[src/rtl/systolic_ctrl.sv]
// Sequencer for a DIM x DIM systolic MAC array: clear, compute (feed + drain), row readout, done.
// Define SYSTOLIC_CTRL_CLEAR_EN to include the accumulator CLEAR phase; without it accumulators carry over.
module systolic_ctrl #(
   parameter int DIM = 8
) (
   input  logic                   clk,
   input  logic                   rst,
   input  logic                   start,
   input  logic                   out_rdy,
   output logic                   en,
   output logic                   wr_en,
   output logic [$clog2(DIM)-1:0] crow,
   output logic                   cin_zero,
   output logic                   feed_vld,
   output logic [$clog2(DIM)-1:0] feed_idx,
   output logic                   out_vld,
   output logic                   busy,
   output logic                   done
);

   localparam int CW = $clog2(DIM);
   localparam int PW = $clog2(3 * DIM);

   localparam logic [PW-1:0] ROW_LAST  = PW'(DIM - 1);
   localparam logic [PW-1:0] COMP_LAST = PW'(3 * DIM - 3);
   localparam logic [PW-1:0] FEED_END  = PW'(DIM);

   typedef enum logic [2:0] {
      IDLE    = 3'd0,
`ifdef SYSTOLIC_CTRL_CLEAR_EN
      CLEAR   = 3'd1,
`endif
      COMPUTE = 3'd2,
      READ    = 3'd3,
      DONE    = 3'd4
   } state_e;

`ifdef SYSTOLIC_CTRL_CLEAR_EN
   localparam state_e JOB_FIRST = CLEAR;
`else
   localparam state_e JOB_FIRST = COMPUTE;
`endif

   state_e          state_q, state_d;
   logic [PW-1:0]   phase_q, phase_d;
   logic            en_q, wr_en_q, cin_zero_q, feed_vld_q, out_vld_q, busy_q, done_q;
   logic [CW-1:0]   crow_q, feed_idx_q;

   // The phase counter restarts on every state entry; in READ it doubles as the row index.
   always_comb begin
      state_d = state_q;
      phase_d = phase_q;
      unique case (state_q)
         IDLE: begin
            if (start) begin
               state_d = JOB_FIRST;
               phase_d = '0;
            end
         end
`ifdef SYSTOLIC_CTRL_CLEAR_EN
         CLEAR: begin
            if (phase_q == ROW_LAST) begin
               state_d = COMPUTE;
               phase_d = '0;
            end else begin
               phase_d = phase_q + 1'b1;
            end
         end
`endif
         COMPUTE: begin
            if (phase_q == COMP_LAST) begin
               state_d = READ;
               phase_d = '0;
            end else begin
               phase_d = phase_q + 1'b1;
            end
         end
         READ: begin
            if (out_rdy) begin
               if (phase_q == ROW_LAST) begin
                  state_d = DONE;
                  phase_d = '0;
               end else begin
                  phase_d = phase_q + 1'b1;
               end
            end
         end
         DONE: begin
            state_d = IDLE;
            phase_d = '0;
         end
         default: begin
            state_d = IDLE;
            phase_d = '0;
         end
      endcase
   end

   // Outputs are registered from the next state so they line up with state_q each cycle.
   always_ff @(posedge clk) begin
      if (rst) begin
         state_q    <= IDLE;
         phase_q    <= '0;
         en_q       <= 1'b0;
         wr_en_q    <= 1'b0;
         cin_zero_q <= 1'b0;
         feed_vld_q <= 1'b0;
         out_vld_q  <= 1'b0;
         busy_q     <= 1'b0;
         done_q     <= 1'b0;
         crow_q     <= '0;
         feed_idx_q <= '0;
      end else begin
         state_q    <= state_d;
         phase_q    <= phase_d;
         en_q       <= (state_d == COMPUTE);
         feed_vld_q <= (state_d == COMPUTE) && (phase_d < FEED_END);
         feed_idx_q <= ((state_d == COMPUTE) && (phase_d < FEED_END)) ? phase_d[CW-1:0] : '0;
         out_vld_q  <= (state_d == READ);
         busy_q     <= (state_d != IDLE);
         done_q     <= (state_d == DONE);
`ifdef SYSTOLIC_CTRL_CLEAR_EN
         wr_en_q    <= (state_d == CLEAR);
         cin_zero_q <= (state_d == CLEAR);
         crow_q     <= ((state_d == CLEAR) || (state_d == READ)) ? phase_d[CW-1:0] : '0;
`else
         wr_en_q    <= 1'b0;
         cin_zero_q <= 1'b0;
         crow_q     <= (state_d == READ) ? phase_d[CW-1:0] : '0;
`endif
      end
   end

   assign en       = en_q;
   assign wr_en    = wr_en_q;
   assign cin_zero = cin_zero_q;
   assign feed_vld = feed_vld_q;
   assign feed_idx = feed_idx_q;
   assign out_vld  = out_vld_q;
   assign busy     = busy_q;
   assign done     = done_q;
   assign crow     = crow_q;

endmodule

[config.mk]
export PLATFORM = sky130hd
export DESIGN_NAME = systolic_ctrl
export DESIGN_NICKNAME = d
export VERILOG_FILES = /design/src/rtl/systolic_ctrl.sv
export SDC_FILE = /design/constraint.sdc
export NUM_CORES = 1
export LEC_CHECK = 0
export ABC_CLOCK_PERIOD_IN_PS = 1780
export CAP_MARGIN = 40
export CORE_ASPECT_RATIO = 0.8
export CORE_UTILIZATION = 45
export CTS_BUF_LIST = sky130_fd_sc_hd__clkbuf_2 sky130_fd_sc_hd__clkbuf_4 sky130_fd_sc_hd__clkbuf_8
export DETAILED_ROUTE_END_ITERATION = 7
export GPL_TIMING_DRIVEN = 0
export PLACE_DENSITY = 0.81
export REMOVE_ABC_BUFFERS = 1
export SLEW_MARGIN = 20
export SYNTH_ARGS = -nofsm -noshare
export SYNTH_HDL_FRONTEND = slang
export SYNTH_SLANG_ARGS = --single-unit
[constraint.sdc]
create_clock -name clk -period 1.78 [get_ports clk]
set_clock_uncertainty 0.1 [all_clocks]
set_input_delay 0.267 -clock clk [delete_from_list [all_inputs] [get_ports clk]]
set_output_delay 0.267 -clock clk [all_outputs]
set_load 0.1 [all_outputs]
[Word-level counts from Yosys, hierarchy flattened]
Index checks and enable logic that the tools add are counted.
Storage, ports and cells
  register bits after elaboration: 19
  input port bits: 4
  word-level logic and storage cells: 35
Operators by class
  $add $sub $neg: 1
  $lt $le $gt $ge: 1
  equality and inequality tests: 7
  muxes and demuxes: 10
  bitwise logic cells: 2
  reductions and logical operators: 5
Operators by type and width (count)
  $mux W5: 4
  $pmux W5 S3: 1
  $eq A3 B2 Y1 const B: 4
  $mux W3: 4
  $pmux W3 S3: 1
  $add A5 B1 Y5 const B: 1
  $eq A5 B3 Y1 const B: 1
  $eq A5 B5 Y1 const B: 1
  $lt A5 B4 Y1 const B: 1
  $reduce_or A2 Y1: 2
  $eq A3 B3 Y1 const B: 1
  $logic_not A3 Y1: 1
  $reduce_bool A3 Y1: 1
  $not A1 Y1: 2
  $logic_and A1 B1 Y1: 1

[Depth between registers and ports, before layout]
Gate-level depths: netlist of run 1.
  word-level depth: 8
  gate-level depth with buffers: 7

[Worst setup path after synthesis of run 1]
OpenSTA, ideal clock, no wires.
  path kind: register to register
  from: register phase_q[1]
  to: register feed_idx_q[2], in the netlist feed_idx[2]
  setup time: 0.088 ns
  arrival time: 1.431 ns
  data required time: 1.592 ns
  setup slack: 0.161 ns
  cell stages (with the launch flop): 8
  buffers on the path: 1
  period minus slack after synthesis: 1.619 ns
  path through: dfxtp_1 > inv_1 > ha_1 > and4b_1 > buf_6 > o31ai_4 > a21oi_2 > nor4_2
Between the ends
  word-level cells in the longest chain between the ends: 8
RTL lines
  start, declared: RTL line 45  | logic [PW-1:0] phase_q, phase_d;
  start signal, assigned: RTL line 115  | phase_q <= phase_d;
  $add A5 B1 Y5 or $eq A5 B3 Y1 (tied branches): RTL line 75, 84, 80
  $mux W5 or $mux W3 (tied branches): RTL line 80  | if (phase_q == ROW_LAST) begin
  $mux W5 or $mux W3 (tied branches): RTL line 79  | if (out_rdy) begin
  $pmux W5 S3 or $pmux W3 S3 (tied branches): RTL line 53  | unique case (state_q)
  $lt A5 B4 Y1 or $eq A3 B2 Y1 (tied branches): RTL line 118  | feed_idx_q <= ((state_d == COMPUTE) && (phase_d < FEED_END)) ? phase_d[CW-1:0] : '0;
  $logic_and A1 B1 Y1: RTL line 118
  $not A1 Y1 (no source line)
  $reduce_or A2 Y1 (no source line)
  end signal, assigned: RTL line 118
  end, declared: RTL line 47  | logic [CW-1:0] crow_q, feed_idx_q;
Parallel ways exist; a longest one is shown, timed or not.
A chain may end at the register's enable or synchronous reset.

[Worst setup path after layout of run 1]
  from: register feed_idx_q[2], in the netlist feed_idx[2]
  to: output port feed_idx[2]
RTL lines
  end, declared: RTL line 15  | output logic [$clog2(DIM)-1:0] feed_idx,
No word-level cell between the ends.

==> results.md, run 1 <==
* Failing checks: design-rule violations
* Synth Area in Adders at 2.78%
* First-pass GRT wire length at 3320 um
* Gr ovfl total at 0
* Final Hold Viols at 0
* Reg2reg path depth at 6
* Warnings from Yosys at 0
* Worst-path fanout max at 1
* GRT Total Usage at 21.2%
* Compound-Gate Fraction of Synth Area at between 15 and 20%
* Startpoint Class: flip-flop
* RD Place Congestion at ~0.84
* Post-route minimum period at approximately 1800 ps
* Yosys top cell area share at between 40% and 50%
* Top-Level Pins at 17
* Via Count at 764
* Die W at ~52 um
* CP startpoint: feed_idx[2]
* Mux contribution to synthesized area at 0%
* Setup violators final at 0
* CTS tree: built
* Worst hold path type: flip-flop to flip-flop
* WL/cell at around 14 um
* Max frequency at about 570 MHz
* Pre-antenna DRT Iters at 6
* Largest family of logic cells by synthesized area: simple AND/OR/NAND/NOR gates
* Clock Path Buffers at 2
* Drt drc at 2
* Placed instance area at approximately 1200 um^2
* Cell count after synthesis at 94
* Outcome: finished with violations
* Die ar. at approximately 2200 um^2
* R2R Path Start: phase_q[1]
* Post-synth top cells: dfxtp_1 (19), inv_1 (7), nor2_1 (7), a21oi_1 (6), nor3_1 (6)
* Pwr dens at slightly below 700 nW/um^2
* Peak supply drop at 0.475 mV
* Root buffer cell: clkbuf_4
* Vias in the first global route at between 700 and 800
* Layout area overhead at 38.7%
* Synth top area cells: dfxtp_1 (42%), buf_6 (3.8%), a21oi_1 (3.3%)
* DR iter-0 viols at 29
* Initial antenna violation count at 0
* Biggest area consumer among synthesized cells: dfxtp_1
* Leak Pwr at around 0.47 nW
* Layout Nets at 123
* Worst reg2reg setup slack at 90 ps
* Clk_lat worst skew at ~290 ps
* Hold Path Depth at 2
* Routed wire length at ~1900 um
* Synthesized flop and latch total at 19
* Vias per std cell at about 5.5
* Synth cell types at 42
* H-tree depth at 1
* Post-CTS Setup Inserts at 0
* Max-Cap Viols at 0
* Worst-path clk slew at about 110 ps
* Fin area at 1250 um^2
* FFs w/ async S/R, synth at 0%
* Die Height at 42.0 um
* Register area share after synthesis at between 40% and 50%
* Starting density of the core at roughly 48%
* Worst slack, placed at -212 ps
* Syn Std Cell Area at roughly 900 um^2
* Core box area at roughly 1900 um^2
* PortBufs at 14
* Diodes inserted at 0
* Worst path arrival time at between 1000 and 1500 ps
* Most frequent cell after synthesis: dfxtp_1
* Placed wire-length estimate at 1520 um
* Filler instances at 140
* Share of cells above drive strength 1 at 31.0%
* Largest net degree at the start of global routing at 14
* Clk sink count at 19
* Setup crit end kind: primary output
* CP Class: flip-flop to primary output
* Slew Limit Fails at 0
* Setup WS post-layout at roughly 27 ps
* Min-delay src: phase_q[1]
* DRT antenna net count at 0
* Avg Inst Size Synth at approximately 9.6 um^2
* Required @ worst endpoint at 1410 ps
* Crit share post-route at roughly 98%
* Main synth FF type: dfxtp_1
* Post-synth EDFFs at 0
* Row count at 14
* Post-Synth XOR/XNOR Area at roughly 2%
* Total CTS buffers at 3
* Simple-Gate Fraction of Synth Area at between 20% and 30%
## power breakdown
part	internal (mW)	total, mW	leakage [nW]	switching (mW)
sequential	0.437	0.451	0.157	0.0136
clock	0.102	0.225	0.0184	0.123
combinational	0.0625	0.181	0.298	0.118
## cells by family after synthesis
kind of cell	after synthesis
compound gates	18
fa+ha+maj	2
buf+inv	13
flops	19
other cells	1
simple gates	39
xor+xnor	2
## cell type report
cell class / count / area (um^2) / share of cell area, %
clock buffer: 4 / 30.0 / 2.41
inverter: 7 / 26.3 / 2.11
multi-input combinational: 63 / 478 / 38.3
sequential: 19 / 388 / 31.1
tap: 24 / 30.0 / 2.41
timing repair buffer: 23 / 295 / 23.7
## critical path: stages, from the launching register on
cell,delay [ps]
dfxtp_1,360
clkdlybuf4s50_1,520
buf_8,210
## registers in the layout, summed over array words and instances, names as in the netlist
name / cells
done: 1
en: 1
feed_vld: 1
out_vld: 1
crow: 3
feed_idx: 3
phase_q: 5
busy: 1
state_q: 3
## cells in the final DEF (no fill, tap or decap), drive strengths merged, types with 2 or more instances in the layout
cell	count
o31ai	2
inv	7
nor2	8
buf	11
nand3	2
clkdlybuf4s50	12
o32ai	2
nor3	7
o211ai	2
a21oi	7
clkbuf	4
nor2b	3
nand2	3
dfxtp	19
or3	3
ha	2
or2	3
conb	2
## worst paths after layout
check | to
worst max register to register | phase_q[4]
worst min-delay path | crow[1]
worst max-delay path | feed_idx[2]
worst min register to register | crow[1]
## layer usage
metal	GRT usage [%]	wire (um)	vias to the layer above
met5	0	0	-
met4	6.49	26	0
met3	4.35	111	2
met2	33.1	940	31
met1	29.2	847	356
li1	-	-	375
## repair_timing
item | in CTS | in global routing
endpoints found under the setup margin | 10 | 13
pin swaps | 0 | 4
hold endpoints to repair | 0 | 0
gates resized for setup | 6 | 8
hold buffers | 0 | 0
## stage by stage
stage	hold WS, ps	TNS [ps]	total power, mW	utilization, %	cells
CTS	525	0	0.851	65.9	142
detailed placement	539	-1370	0.634	63.2	138
global placement	536	-1000	0.606	54.4	127
finish	496	0	0.856	66.6	140
floorplan	239	0	0.572	-	89
global route	528	-4.22	0.894	66.6	140
Note: power is estimated with default switching activity, not from simulation.
==> inputs of run 2 (changes only) <==
--- a/config.mk
+++ b/config.mk
@@ -14,6 +14,7 @@
 export GPL_TIMING_DRIVEN = 0
 export PLACE_DENSITY = 0.81
 export REMOVE_ABC_BUFFERS = 1
+export SKIP_CTS_REPAIR_TIMING = 1
 export SLEW_MARGIN = 20
 export SYNTH_ARGS = -nofsm -noshare
 export SYNTH_HDL_FRONTEND = slang
==> results.md, run 2 (synthesized netlist as in run 1, its figures left out) <==
* Max frequency at 573 MHz (was 570 MHz)
* Die Height at 42.0 um (unchanged)
* H-tree depth at 1 (unchanged)
* Setup crit end kind: primary output (unchanged)
* Largest Register: phase_q (unchanged)
* Via Count at 764 (unchanged)
* Gr busiest metal: met2 (unchanged)
* Most frequent cells in the layout: dfxtp_1 (15), clkdlybuf4s50_1 (12), buf_8 (9), inv_1 (7), nor2_1 (7) (unchanged)
* CTS tree: built (unchanged)
* Top-Level Pins at 17 (unchanged)
* Outcome: finished with violations (unchanged)
* Die W at 52.0 um (unchanged)
* Worst-path clk slew at 100 ps (was 110 ps)
* DRT antenna net count at 0 (unchanged)
* Root buffer cell: clkbuf_4 (unchanged)
* Met1 Usage GRT at 28.5% (was 29.2%)
* DR iter-0 viols at 39 (was 29)
* Pre-antenna DRT Iters at 6 (unchanged)
* Peak supply drop at 0.473 mV (was 0.475 mV)
* Drt drc at 2 (unchanged)
* Die ar. at 2180 um^2 (unchanged)
* PortBufs at 14 (unchanged)
* Post-route minimum period at 1740 ps (was 1750 ps)
* Placed wire-length estimate at 1520 um (unchanged)
* Worst reg2reg setup slack at 80 ps (was 90 ps)
* Row count at 14 (unchanged)
* Share of cells above drive strength 1 at 31.0% (unchanged)
* Gr ovfl total at 0 (unchanged)
* Util after Layout at 66.6% (unchanged)
* Worst path max stage delay at 520 ps (about the same)
* Worst slack, placed at -212 ps (unchanged)
* Vias per std cell at 5.46 (unchanged)
* Required @ worst endpoint at 1410 ps (about the same)
* Largest net degree at the start of global routing at 14 (unchanged)
* TNS Setup at 0 ps (unchanged)
* Largest register FFs at 5 (unchanged)
* Diodes inserted at 0 (unchanged)
* RD Place Congestion at 0.844 (unchanged)
* Layout area overhead at 38.7% (unchanged)
* WL/cell at 13.9 um (was 13.8 um)
* Total CTS buffers at 3 (unchanged)
* Commonest non-fill, non-tap cell in the layout: dfxtp_1 (unchanged)
* Clk sink count at 19 (unchanged)
* Vias in the first global route at 699 (was 707)
* Starting density of the core at 48.0% (unchanged)
* Worst hold path type: flip-flop to flip-flop (unchanged)
* Met2 Track Usage GR at 32.8% (was 33.1%)
* Worst path arrival time at 1380 ps (was 1390 ps)
* First-pass GRT wire length at 3270 um (was 3320 um)
* Layout Nets at 123 (unchanged)
* Failing checks: design-rule violations (unchanged)
* Setup violators final at 0 (unchanged)
* Startpoint Class: flip-flop (unchanged)
* Routed wire length at 1950 um (was 1930 um)
* Max-Cap Viols at 0 (unchanged)
* Initial antenna violation count at 0 (unchanged)
* Core box area at 1870 um^2 (unchanged)
* Worst-path fanout max at 1 (unchanged)
* Crit share post-route at 98.0% (was 98.5%)
* Slew Limit Fails at 0 (unchanged)
* Worst-path cell chain: clkdlybuf4s50_1 -> buf_8 (unchanged)
* Leak Pwr at 0.472 nW (was 0.473 nW)
* Final Hold Viols at 0 (unchanged)
* Clock Path Buffers at 2 (unchanged)
* Met3 GRT Util at 4.35% (unchanged)
* Clk_lat worst skew at 290 ps (about the same)
* CP max-delay cell: clkdlybuf4s50_1 (unchanged)
* CP Class: flip-flop to primary output (unchanged)
* GRT Total Usage at 20.9% (was 21.2%)
* Pwr dens at 686 nW/um^2 (was 687 nW/um^2)
* Final total power at 0.856 mW (about the same)
* Setup WS post-layout at 36.2 ps (was 27.1 ps)
-- run 2: cell counts in the layout (fill, tap and decap cells not counted) --
No cell type changed its count.
-- run 2: critical path: cells and delay by family, from the launching register on --
family	cells	cell delay [ps]
buf+inv	2	730
flops	1	360
-- run 2: power breakdown --
| part | total, mW | internal, mW | switching (mW) |
|---|---|---|---|
| sequential | 0.451 | 0.437 | 0.0135 |
| clock | 0.223 | 0.102 | 0.121 |
| combinational | 0.182 | 0.0632 | 0.119 |
-- run 2: per-stage QoR --
stage	hold WS, ps	area [um^2]	std cells
after floorplan	239	850	89
after global placement	536	1020	127
after detailed placement	539	1180	138
after CTS	525	1210	142
after global routing	528	1250	140
final	498	1250	140
-- run 2: worst paths after layout --
path | startpoint | to | depth (start not counted)
worst min-delay path | phase_q[1] | crow[1] | 2
worst max register to register | phase_q[0] | busy | 5
worst max-delay path | feed_idx[2] | feed_idx[2] | 2
worst min register to register | phase_q[1] | crow[1] | 2
-- run 2: layout make-up --
| cell class | instances | area (um^2) |
|---|---|---|
| fillers | 140 | 627 |
| multi-input cells | 63 | 478 |
| flip-flops and latches | 19 | 388 |
| repair buffers | 23 | 295 |
| clock buffers | 4 | 30.0 |
| well taps | 24 | 30.0 |
| inverters | 7 | 26.3 |
-- run 2: per-layer routing --
layer	wire, um	up-vias
met5	0	-
met1	904	361
met4	26	0
met3	79	2
li1	-	374
met2	936	27
